--- src/rtl/fma_sched_pkg.sv ---
`default_nettype none
// +----------------------------------------------------------------------+
// | fma_sched_pkg : op codes, FSM encoding and sign-bit index            |
// | Rev 1.0                                                              |
// +----------------------------------------------------------------------+
package fma_sched_pkg;

   localparam logic [1:0] OP_FMADD  = 2'b00;
   localparam logic [1:0] OP_FMSUB  = 2'b01;
   localparam logic [1:0] OP_FNMSUB = 2'b10;
   localparam logic [1:0] OP_FNMADD = 2'b11;

   localparam int SIGN_BIT = 31;

   typedef enum logic [1:0] {
      IDLE  = 2'd0,
      ISSUE = 2'd1,
      WAIT  = 2'd2,
      RESP  = 2'd3
   } state_t;

endpackage
`default_nettype wire

--- src/rtl/fma_sched_rr_arbiter.sv ---
`default_nettype none
// +----------------------------------------------------------------------+
// | rr_arbiter : combinational round-robin pick starting at ptr          |
// | Rev 1.0                                                              |
// +----------------------------------------------------------------------+
module rr_arbiter #(
   parameter int NREQ = 3,
   parameter int IDXW = 2
) (
   input  logic [NREQ-1:0] req,
   input  logic [IDXW-1:0] ptr,
   output logic [NREQ-1:0] grant,
   output logic [IDXW-1:0] winner
);

   logic            w_hit;
   int              w_sum;
   logic [IDXW-1:0] w_idx;

   always_comb begin
      grant  = '0;
      winner = '0;
      w_hit  = 1'b0;
      w_sum  = 0;
      w_idx  = '0;
      for (int k = 0; k < NREQ; k++) begin
         w_sum = int'(ptr) + k;
         if (w_sum >= NREQ) w_sum = w_sum - NREQ;
         w_idx = IDXW'(w_sum);
         if (!w_hit && req[w_idx]) begin
            w_hit         = 1'b1;
            grant[w_idx]  = 1'b1;
            winner        = w_idx;
         end
      end
   end

endmodule
`default_nettype wire

--- src/rtl/fma_sched.sv ---
`default_nettype none
// +----------------------------------------------------------------------+
// | fma_sched : round-robin scheduler sharing one external FMA unit      |
// | Rev 1.0                                                              |
// +----------------------------------------------------------------------+
module fma_sched
   import fma_sched_pkg::*;
#(
   parameter int WIDTH = 32,
   parameter int NREQ  = 3,
   parameter int LAT   = 3
) (
   input  logic                  clk,
   input  logic                  RST,
   input  logic [NREQ-1:0]       req_valid,
   output logic [NREQ-1:0]       req_ready,
   input  logic [NREQ*WIDTH-1:0] req_a,
   input  logic [NREQ*WIDTH-1:0] req_b,
   input  logic [NREQ*WIDTH-1:0] req_c,
   input  logic [NREQ*2-1:0]     req_op,
   input  logic [NREQ*2-1:0]     req_rnd,
   output logic                  resp_valid,
   input  logic                  resp_ready,
   output logic [1:0]            resp_id,
   output logic [WIDTH-1:0]      resp_data,
   output logic [WIDTH-1:0]      fma_a,
   output logic [WIDTH-1:0]      fma_b,
   output logic [WIDTH-1:0]      fma_c,
   output logic [1:0]            fma_rnd,
   output logic                  fma_en,
   input  logic [WIDTH-1:0]      fma_result
);

   localparam int IDXW = $clog2(NREQ);

   state_t           r_state, w_nextState;
   logic [IDXW-1:0]  r_ptr;
   logic [3:0]       r_cnt;
   logic [WIDTH-1:0] r_a, r_b, r_c, r_data;
   logic [1:0]       r_rnd, r_id;
   logic             r_armed;

   logic [NREQ-1:0]  w_grant;
   logic [IDXW-1:0]  w_winner;
   logic             w_accept, w_busy;
   logic [WIDTH-1:0] w_selA, w_selB, w_selC, w_opA, w_opC;
   logic [1:0]       w_selOp, w_selRnd;
   logic             w_negA, w_negC;

   rr_arbiter #(.NREQ(NREQ), .IDXW(IDXW)) u_arb (
      .req    (req_valid),
      .ptr    (r_ptr),
      .grant  (w_grant),
      .winner (w_winner)
   );

   assign w_selA   = req_a[int'(w_winner)*WIDTH +: WIDTH];
   assign w_selB   = req_b[int'(w_winner)*WIDTH +: WIDTH];
   assign w_selC   = req_c[int'(w_winner)*WIDTH +: WIDTH];
   assign w_selOp  = req_op[int'(w_winner)*2 +: 2];
   assign w_selRnd = req_rnd[int'(w_winner)*2 +: 2];

   // Negation is applied once at accept time so the issued operands stay stable.
   always_comb begin
      w_negA = 1'b0;
      w_negC = 1'b0;
      case (w_selOp)
         OP_FMADD:  begin w_negA = 1'b0; w_negC = 1'b0; end
         OP_FMSUB:  begin w_negA = 1'b0; w_negC = 1'b1; end
         OP_FNMSUB: begin w_negA = 1'b1; w_negC = 1'b0; end
         OP_FNMADD: begin w_negA = 1'b1; w_negC = 1'b1; end
         default:   begin w_negA = 1'b0; w_negC = 1'b0; end
      endcase
      w_opA           = w_selA;
      w_opC           = w_selC;
      w_opA[SIGN_BIT] = w_selA[SIGN_BIT] ^ w_negA;
      w_opC[SIGN_BIT] = w_selC[SIGN_BIT] ^ w_negC;
   end

   assign w_accept = (r_state == IDLE) && r_armed && (|w_grant);

   always_comb begin
      w_nextState = r_state;
      req_ready   = '0;
      fma_en      = 1'b0;
      resp_valid  = 1'b0;
      case (r_state)
         IDLE: begin
            if (r_armed) req_ready = w_grant;
            if (w_accept) w_nextState = ISSUE;
         end
         ISSUE: begin
            fma_en      = 1'b1;
            w_nextState = WAIT;
         end
         WAIT: begin
            if (r_cnt == 4'd1) w_nextState = RESP;
         end
         RESP: begin
            resp_valid = 1'b1;
            if (resp_ready) w_nextState = IDLE;
         end
         default: w_nextState = IDLE;
      endcase
   end

   // r_armed blocks acceptance in the cycle in which reset is released.
   always_ff @(posedge clk or negedge RST) begin
      if (!RST) begin
         r_state <= IDLE;
         r_ptr   <= '0;
         r_cnt   <= '0;
         r_a     <= '0;
         r_b     <= '0;
         r_c     <= '0;
         r_data  <= '0;
         r_rnd   <= '0;
         r_id    <= '0;
         r_armed <= 1'b0;
      end else begin
         r_state <= w_nextState;
         r_armed <= 1'b1;
         if (w_accept) begin
            r_a   <= w_opA;
            r_b   <= w_selB;
            r_c   <= w_opC;
            r_rnd <= w_selRnd;
            r_id  <= 2'(w_winner);
            r_ptr <= (w_winner == IDXW'(NREQ-1)) ? '0 : w_winner + 1'b1;
         end
         if (r_state == ISSUE) begin
            r_cnt <= 4'(LAT);
         end else if (r_state == WAIT) begin
            if (r_cnt == 4'd1) r_data <= fma_result;
            r_cnt <= r_cnt - 4'd1;
         end
      end
   end

   assign w_busy    = (r_state == ISSUE) || (r_state == WAIT);
   assign fma_a     = w_busy ? r_a   : '0;
   assign fma_b     = w_busy ? r_b   : '0;
   assign fma_c     = w_busy ? r_c   : '0;
   assign fma_rnd   = w_busy ? r_rnd : '0;
   assign resp_id   = resp_valid ? r_id   : '0;
   assign resp_data = resp_valid ? r_data : '0;

endmodule
`default_nettype wire

--- config.mk ---
export PLATFORM = sky130hd
export DESIGN_NAME = fma_sched
export DESIGN_NICKNAME = d
export VERILOG_FILES = /design/src/rtl/fma_sched_pkg.sv /design/src/rtl/fma_sched_rr_arbiter.sv /design/src/rtl/fma_sched.sv
export SDC_FILE = /design/constraint.sdc
export NUM_CORES = 1
export LEC_CHECK = 0
export CORE_AREA = 2 2 186 188
export CTS_CLUSTER_DIAMETER = 30
export CTS_CLUSTER_SIZE = 14
export DETAILED_ROUTE_END_ITERATION = 8
export DIE_AREA = 0 0 188 190
export PLACE_DENSITY = 0.65
export SKIP_LAST_GASP = 1
export SLEW_MARGIN = 10
export SYNTH_ARGS = -nofsm -noshare
export SYNTH_HDL_FRONTEND = slang
export SYNTH_SLANG_ARGS = --single-unit
--- constraint.sdc ---
create_clock -name clk -period 6.5 [get_ports clk]
set_input_delay 1.95 -clock clk [delete_from_list [all_inputs] [get_ports clk]]
set_output_delay 1.95 -clock clk [all_outputs]
set_load 0.01 [all_outputs]
==> summary.txt, run 1 <==
Yosys
  • Main flop type after synthesis: dfrtp_1
  • Warnings from Yosys: 0
  • Mean post-synth cell area: between 9 and 10 um^2
  • Top-count cell post-synth: nand2_1
  • Largest cells by area after synthesis: dfrtp_1 (40%), and2_1 (9.3%), mux2_1 (8.7%)
  • Sequential fraction of the synthesis area: 0.397
  • Yosys cell types: 49
  • Yosys reg bits: roughly 140
  • Synth top cells by count: nand2_1 (146), dfrtp_1 (141), and2_1 (132), a31oi_1 (74), nor3_1 (72)
  • Post-synth top area cell: dfrtp_1
  • Top-area cell type share of the netlist area: 0.397
  • Asr flop ratio synth: 1.00
  • Synthesized area: a little under 9000 um^2
  • Syn Inst Count: 929
  • Post-synth EDFFs: 0
  • Syn nets: 1278

Critical path
  • CP endpoint kind: output pin
  • Crit-path max FO: 7
  • Crit path DAT: between 4 and 5 ns
  • Critical path cell sequence: clkdlybuf4s50_1 > mux2_4 > a21oi_2 > nor2_1 > a211o_1 > inv_1 > clkdlybuf4s50_1
  • CP max stage cell: clkdlybuf4s50_1
  • Cell depth of the worst flop-to-flop path: 9
  • Slowest stage delay, CP: 0.57 ns
  • Critical Path RT: around 4.6 ns
  • Setup Crit Path Kind: in2out
  • Most common cell on crit path: clkdlybuf4s50_1
  • Critical path startpoint category: input pin
  • Reg2reg setup slack: 2.79 ns

Layout
  • Area Growth Syn to Fin: 64.7%
  • Share of cells above drive strength 1: 0.0942
  • Nets: about 1700
  • Cell Count, Final, Fillers Out: approximately 1800

Floorplan
  • Initial core utilization: 0.262
  • I/O pin count: 475
  • Die area: ~36000 um^2
  • Rows: 68
  • Core box area: around 34000 um^2
  • Chip height: between 150 and 200 um
  • Die X: between 150 and 200 um

Timing
  • Slew Limit Fails: 0
  • Setup-failing EPs final: 0
  • F_max: 0.164 GHz
  • Worst slew margin: 0.330
  • Final worst clock skew: 0.00784 ns
  • Slew @ Worst Pin: 1.00 ns
  • Crit path time final: 6.10 ns
  • Fin Setup TNS: 0 ns
  • Final Hold Viols: 0
  • Final worst path period share: 0.939
  • RSZ-0062 raised after global routing: no

Placement
  • RePlAce Congestion: ~0.86
  • Cells after DPL: ~1800
  • DP HPWL: 24.9 mm
  • Port buffer count: about 470

Clock tree
  • Hold-fix buffers, CTS: 0
  • Worst-path clk slew: 0.06 ns
  • Clk sinks: roughly 140
  • Cell at the root of the clock tree: clkbuf_16
  • CTS H-tree lvls: 4
  • Post-CTS setup buffer count: 0
  • Clock Path Buffers: 2
  • Number of buffers created by CTS: 17
  • TritonCTS clock tree: done
  • Post_cts resized: 0
  • Worst skew pair latency: 0.43 ns

Outcome
  • Outcome: complete, no violations

Route
  • Via Count: 8850
  • DR iter-0 viols: 293
  • Routed WL per cell: approximately 19 um
  • WL final: 34.7 mm
  • Routed vias/inst: about 4.8
  • DRC viols: 0
  • DRT Pass-1 Iters: 4
  • ANT nets after route: 0

GRT
  • First-pass GRT wire length: between 50 and 60 mm
  • Overflow after GRT: 0
  • Overall global routing resource usage: 0.190
  • Largest net degree at the start of global routing: ~110
  • Vias in the first global route: just over 9000
  • Initial antenna violation count: 1

Run
  • Max_cap viols: 0

Min path
  • Min-Delay Path Depth: 1
  • Worst hold path class: reg2reg

Power
  • Power per Cell Area: about 530 nW/um^2
  • Leak: slightly below 0.006 uW
  • Max VDD drop: 0.000327 V
critical path: cells and delay by family:
kind                   cells  cell delay [ns]
muxes                      1             0.37
AOI/OAI and AO/OA          2             0.57
buffers and inverters      3             1.20
and+or+nand+nor            1             0.07
state kept, by name (all words and copies together) (netlist names):
register / cells
r_armed: 1
r_b: 32
r_id: 2
r_data: 32
r_cnt: 4
r_ptr: 2
r_c: 32
r_rnd: 2
r_state: 2
r_a: 32
kinds of logic after synthesis:
family,synth area share
muxes,0.177
other,0.000421
DFF,0.397
buffers and inverters,0.0530
and+or+nand+nor,0.217
adders and majority gates,0.0155
xor gates and xnor gates,0.00591
AOI/OAI and AO/OA,0.135
stage by stage:
stage | hold slack [ns] | util | setup slack, ns | power, uW | cell area (um^2)
after floorplan | 0.450 | - | 1.59 | 4520 | 8900
after global placement | 0.459 | 0.413 | 0.440 | 6730 | 14000
after detailed placement | 0.468 | 0.413 | 0.430 | 6800 | 14000
after CTS | 0.483 | 0.432 | 0.411 | 7930 | 14700
after global routing | 0.491 | 0.432 | 0.334 | 8390 | 14700
final | 0.478 | 0.432 | 0.398 | 7800 | 14700
cell usage in the layout, fill, tap and decap left out, drive strengths merged, types with 10 or more instances in the layout:
master	Yosys	final
a221o	26	26
a31oi	75	75
and2	132	132
buf	43	19
clkbuf	41	18
clkdlybuf4s50	0	473
dfrtp	141	141
ha	11	11
inv	12	18
mux2	134	134
nand2	146	146
nor2	10	10
nor3	72	72
o211a	26	26
power by group:
part | switching (uW) | internal [uW]
Sequential | 202 | 1340
Combinational | 2700 | 2470
Clock | 437 | 653
routing by layer:
| layer | GRT usage | routed length, um | part of all wire | vias to the layer above |
|---|---|---|---|---|
| li1 | - | - | - | 4141 |
| met1 | 0.225 | 14500 | 0.42 | 4258 |
| met2 | 0.326 | 16700 | 0.48 | 399 |
| met3 | 0.0546 | 2440 | 0.070 | 52 |
| met4 | 0.0751 | 1020 | 0.029 | 0 |
| met5 | 0 | 0 | 0 | - |
area by class of cell:
cell class | instances | area [um^2]
Clock buffer | 18 | 429
Antenna cell | 1 | 2.50
Sequential cell | 141 | 3530
Clock inverter | 14 | 206
Inverter | 12 | 45.0
Multi-Input combinational cell | 692 | 4960
Timing Repair Buffer | 492 | 4920
Fill cell | 3215 | 19300
Tap cell | 455 | 569
worst paths after layout:
check / startpoint / end
min: r_c[13] / r_c[13]
min in group asynchronous: RST / r_c[24]
max: req_valid[1] / req_ready[1]
min reg2reg: r_c[13] / r_c[13]
max reg2reg: r_ptr[0] / r_a[7]
max in group asynchronous: RST / r_b[19]
Note: power is estimated with default switching activity, not from simulation.
==> inputs of run 2 (changes only) <==
--- a/config.mk
+++ b/config.mk
@@ -5,6 +5,7 @@
 export SDC_FILE = /design/constraint.sdc
 export NUM_CORES = 1
 export LEC_CHECK = 0
+export ABC_CLOCK_PERIOD_IN_PS = 6500
 export CORE_AREA = 2 2 186 188
 export CTS_CLUSTER_DIAMETER = 30
 export CTS_CLUSTER_SIZE = 14
==> results of run 2 <==
No change in the layout: final DEF, timing and power equal those of run 1.
==> inputs of run 3 (changes only) <==
--- a/config.mk
+++ b/config.mk
@@ -6,12 +6,12 @@
 export NUM_CORES = 1
 export LEC_CHECK = 0
 export ABC_CLOCK_PERIOD_IN_PS = 6500
-export CORE_AREA = 2 2 186 188
+export CORE_AREA = 8 8 176 178
 export CTS_CLUSTER_DIAMETER = 30
 export CTS_CLUSTER_SIZE = 14
 export DETAILED_ROUTE_END_ITERATION = 8
-export DIE_AREA = 0 0 188 190
-export PLACE_DENSITY = 0.65
+export DIE_AREA = 0 0 184 186
+export PLACE_DENSITY = 0.74
 export SKIP_LAST_GASP = 1
 export SLEW_MARGIN = 10
 export SYNTH_ARGS = -nofsm -noshare
==> run 3 against run 2 <==
Non-clock buffer count down 5. Die area down 4.2%. Utilization up 8.4 points. Clock power about the same. Worst setup slack worse by 0.048 ns. Sequential share of layout area up 0.17 points. Count of clock-buffer cells in the layout up 1. Hold slack better by 0.00066 ns. Combinational power about the same. Critical endpoint unchanged. Largest cell class unchanged.
==> summary.txt, run 3 (synthesis gave the netlist of run 1 again) <==
Outcome
  • Outcome: complete, no violations

GRT
  • Overflow after GRT: 0 (unchanged)
  • Vias in the first global route: 9419 (+1.5%)
  • Largest net degree at the start of global routing: 98 (-9.3%)
  • First-pass GRT wire length: 54.4 mm (+3.6%)
  • Overall global routing resource usage: 0.205 (+0.0145)
  • Initial antenna violation count: 2 (+1)

Clock tree
  • Number of buffers created by CTS: 17 (unchanged)
  • TritonCTS clock tree: done
  • Worst skew pair latency: 0.41 ns (-0.02 ns)
  • Clock Path Buffers: 2 (unchanged)
  • Clk sinks: 141 (unchanged)
  • Hold-fix buffers, CTS: 0 (unchanged)
  • Worst-path clk slew: 0.05 ns (about the same)
  • Cell at the root of the clock tree: clkbuf_16
  • Post-CTS setup buffer count: 0 (unchanged)
  • Post_cts resized: 0 (unchanged)
  • CTS H-tree lvls: 4 (unchanged)

Min path
  • Origin of the worst min-delay path: r_b[3]
  • Min-Delay Path Depth: 1 (unchanged)
  • Min-Delay Endpoint: r_b[3]
  • Worst hold path class: reg2reg

Floorplan
  • Rows: 62 (-8.8%)
  • I/O pin count: 475 (unchanged)
  • Core box area: 28200 um^2 (-17%)
  • Initial core utilization: 0.315 (+0.0530)
  • Die X: 184 um (-2.1%)
  • Die area: 34200 um^2 (-4.2%)
  • Chip height: 186 um (-2.1%)

Layout
  • Area Growth Syn to Fin: 63.5%
  • Fillers: 2601 (-19%)
  • Nets: 1700 (-0.29%)
  • Final core utilization: 0.515 (+0.0836)
  • Multi-input gate area: 4950 um^2 (-0.15%)
  • Storage element area: 3530 um^2 (unchanged)
  • Most frequent cells in the layout: clkdlybuf4s50_1 (473), nand2_1 (146), dfrtp_1 (141)
  • Most common cell after layout, fill and taps aside: clkdlybuf4s50_1
  • Share of cells above drive strength 1: 0.0910 (-0.00325)

Timing
  • RSZ-0062 raised after global routing: no
  • Final worst path period share: 0.946 (+0.00733)
  • Setup-failing EPs final: 0 (unchanged)
  • Slew Limit Fails: 0 (unchanged)
  • Final Hold Viols: 0 (unchanged)
  • Worst slew margin: 0.384 (+0.0540)
  • Slew @ Worst Pin: 0.924 ns (-0.0809 ns)
  • Crit path time final: 6.15 ns (+0.0477 ns)
  • Final worst clock skew: 0.0126 ns (+0.00475 ns)
  • F_max: 0.163 GHz (-0.77%)
  • Fin Setup TNS: 0 ns (unchanged)

Critical path
  • Crit path DAT: 4.20 ns (+0.05 ns)
  • Crit path launch: req_valid[1]
  • CP endpoint kind: output pin
  • Critical path startpoint category: input pin
  • Crit-path max FO: 7 (unchanged)
  • Worst r2r src: r_ptr[0]
  • Setup Crit Path Kind: in2out
  • Reg2reg setup slack: 2.99 ns (+0.20 ns)
  • Worst reg2reg path endpoint: r_b[13]
  • Cell depth of the worst flop-to-flop path: 10 (+1)
  • Critical Path RT: 4.55 ns (about the same)

Run
  • Max_cap viols: 0 (unchanged)

Route
  • DRT Pass-1 Iters: 4 (unchanged)
  • DR iter-0 viols: 400 (+37%)
  • WL final: 36.4 mm (+4.8%)
  • Via Count: 8932 (+0.93%)
  • ANT nets after route: 0 (unchanged)
  • Routed WL per cell: 20.8 um (+9.4%)
  • Routed vias/inst: 5.11 (+5.4%)
  • DRC viols: 0 (unchanged)

Placement
  • Port buffer count: 474 (unchanged)
  • DP HPWL: 27.0 mm (+8.4%)
  • RePlAce Congestion: 0.895 (+4.6%)

Power
  • Power per Cell Area: 538 nW/um^2 (+1.0%)
  • Leak: 0.00594 uW (-0.15%)
  • Max VDD drop: 0.000314 V (-4.0%)
## run 3: worst max-delay path by stage
stage               slack (ns)  cells past startpoint           end
finish                    0.35                      7  req_ready[1]
global route              0.28                      7  req_ready[1]
CTS                       0.35                      7  req_ready[1]
detailed placement        0.41                      7  req_ready[1]
global placement          0.43                      7  req_ready[1]
floorplan                 1.59                      5  req_ready[0]
## run 3: final cells by class
cell class | count | area share
Antenna cell | 1 | 0.000172
Timing Repair Buffer | 487 | 0.336
Tap cell | 384 | 0.0330
Sequential cell | 141 | 0.242
Clock inverter | 12 | 0.0144
Inverter | 12 | 0.00310
Multi-Input combinational cell | 692 | 0.340
Clock buffer | 19 | 0.0304
## run 3: routing by layer
layer / part of all wire / track usage / up-vias
met4: 0.017 / 0.0607 / 2
met5: 0.00036 / 0 / -
met1: 0.41 / 0.240 / 4343
li1: - / - / 4141
met3: 0.089 / 0.0699 / 38
met2: 0.49 / 0.350 / 408
## run 3: critical path, cell delays in order
cell and delay (ns):
clkdlybuf4s50_1 0.57, mux2_4 0.36, a21oi_2 0.27, nor2_1 0.09
a211o_1 0.32, inv_1 0.09, clkdlybuf4s50_1 0.54
## run 3: metrics by stage
| stage | instance area (um^2) | std cells | power (uW) | hold WS, ns | worst slack (ns) |
|---|---|---|---|---|---|
| finish | 14600 | 1748 | 7820 | 0.478 | 0.350 |
| global route | 14600 | 1748 | 8370 | 0.491 | 0.278 |
| CTS | 14500 | 1747 | 7940 | 0.481 | 0.352 |
| detailed placement | 13900 | 1716 | 6800 | 0.467 | 0.406 |
| global placement | 13900 | 1716 | 6700 | 0.459 | 0.430 |
| floorplan | 8900 | 929 | 4520 | 0.450 | 1.59 |
## run 3: power breakdown
part	switching [uW]	internal, uW
clock network	407	696
logic	2700	2480
registers	207	1340
total	3310	4510
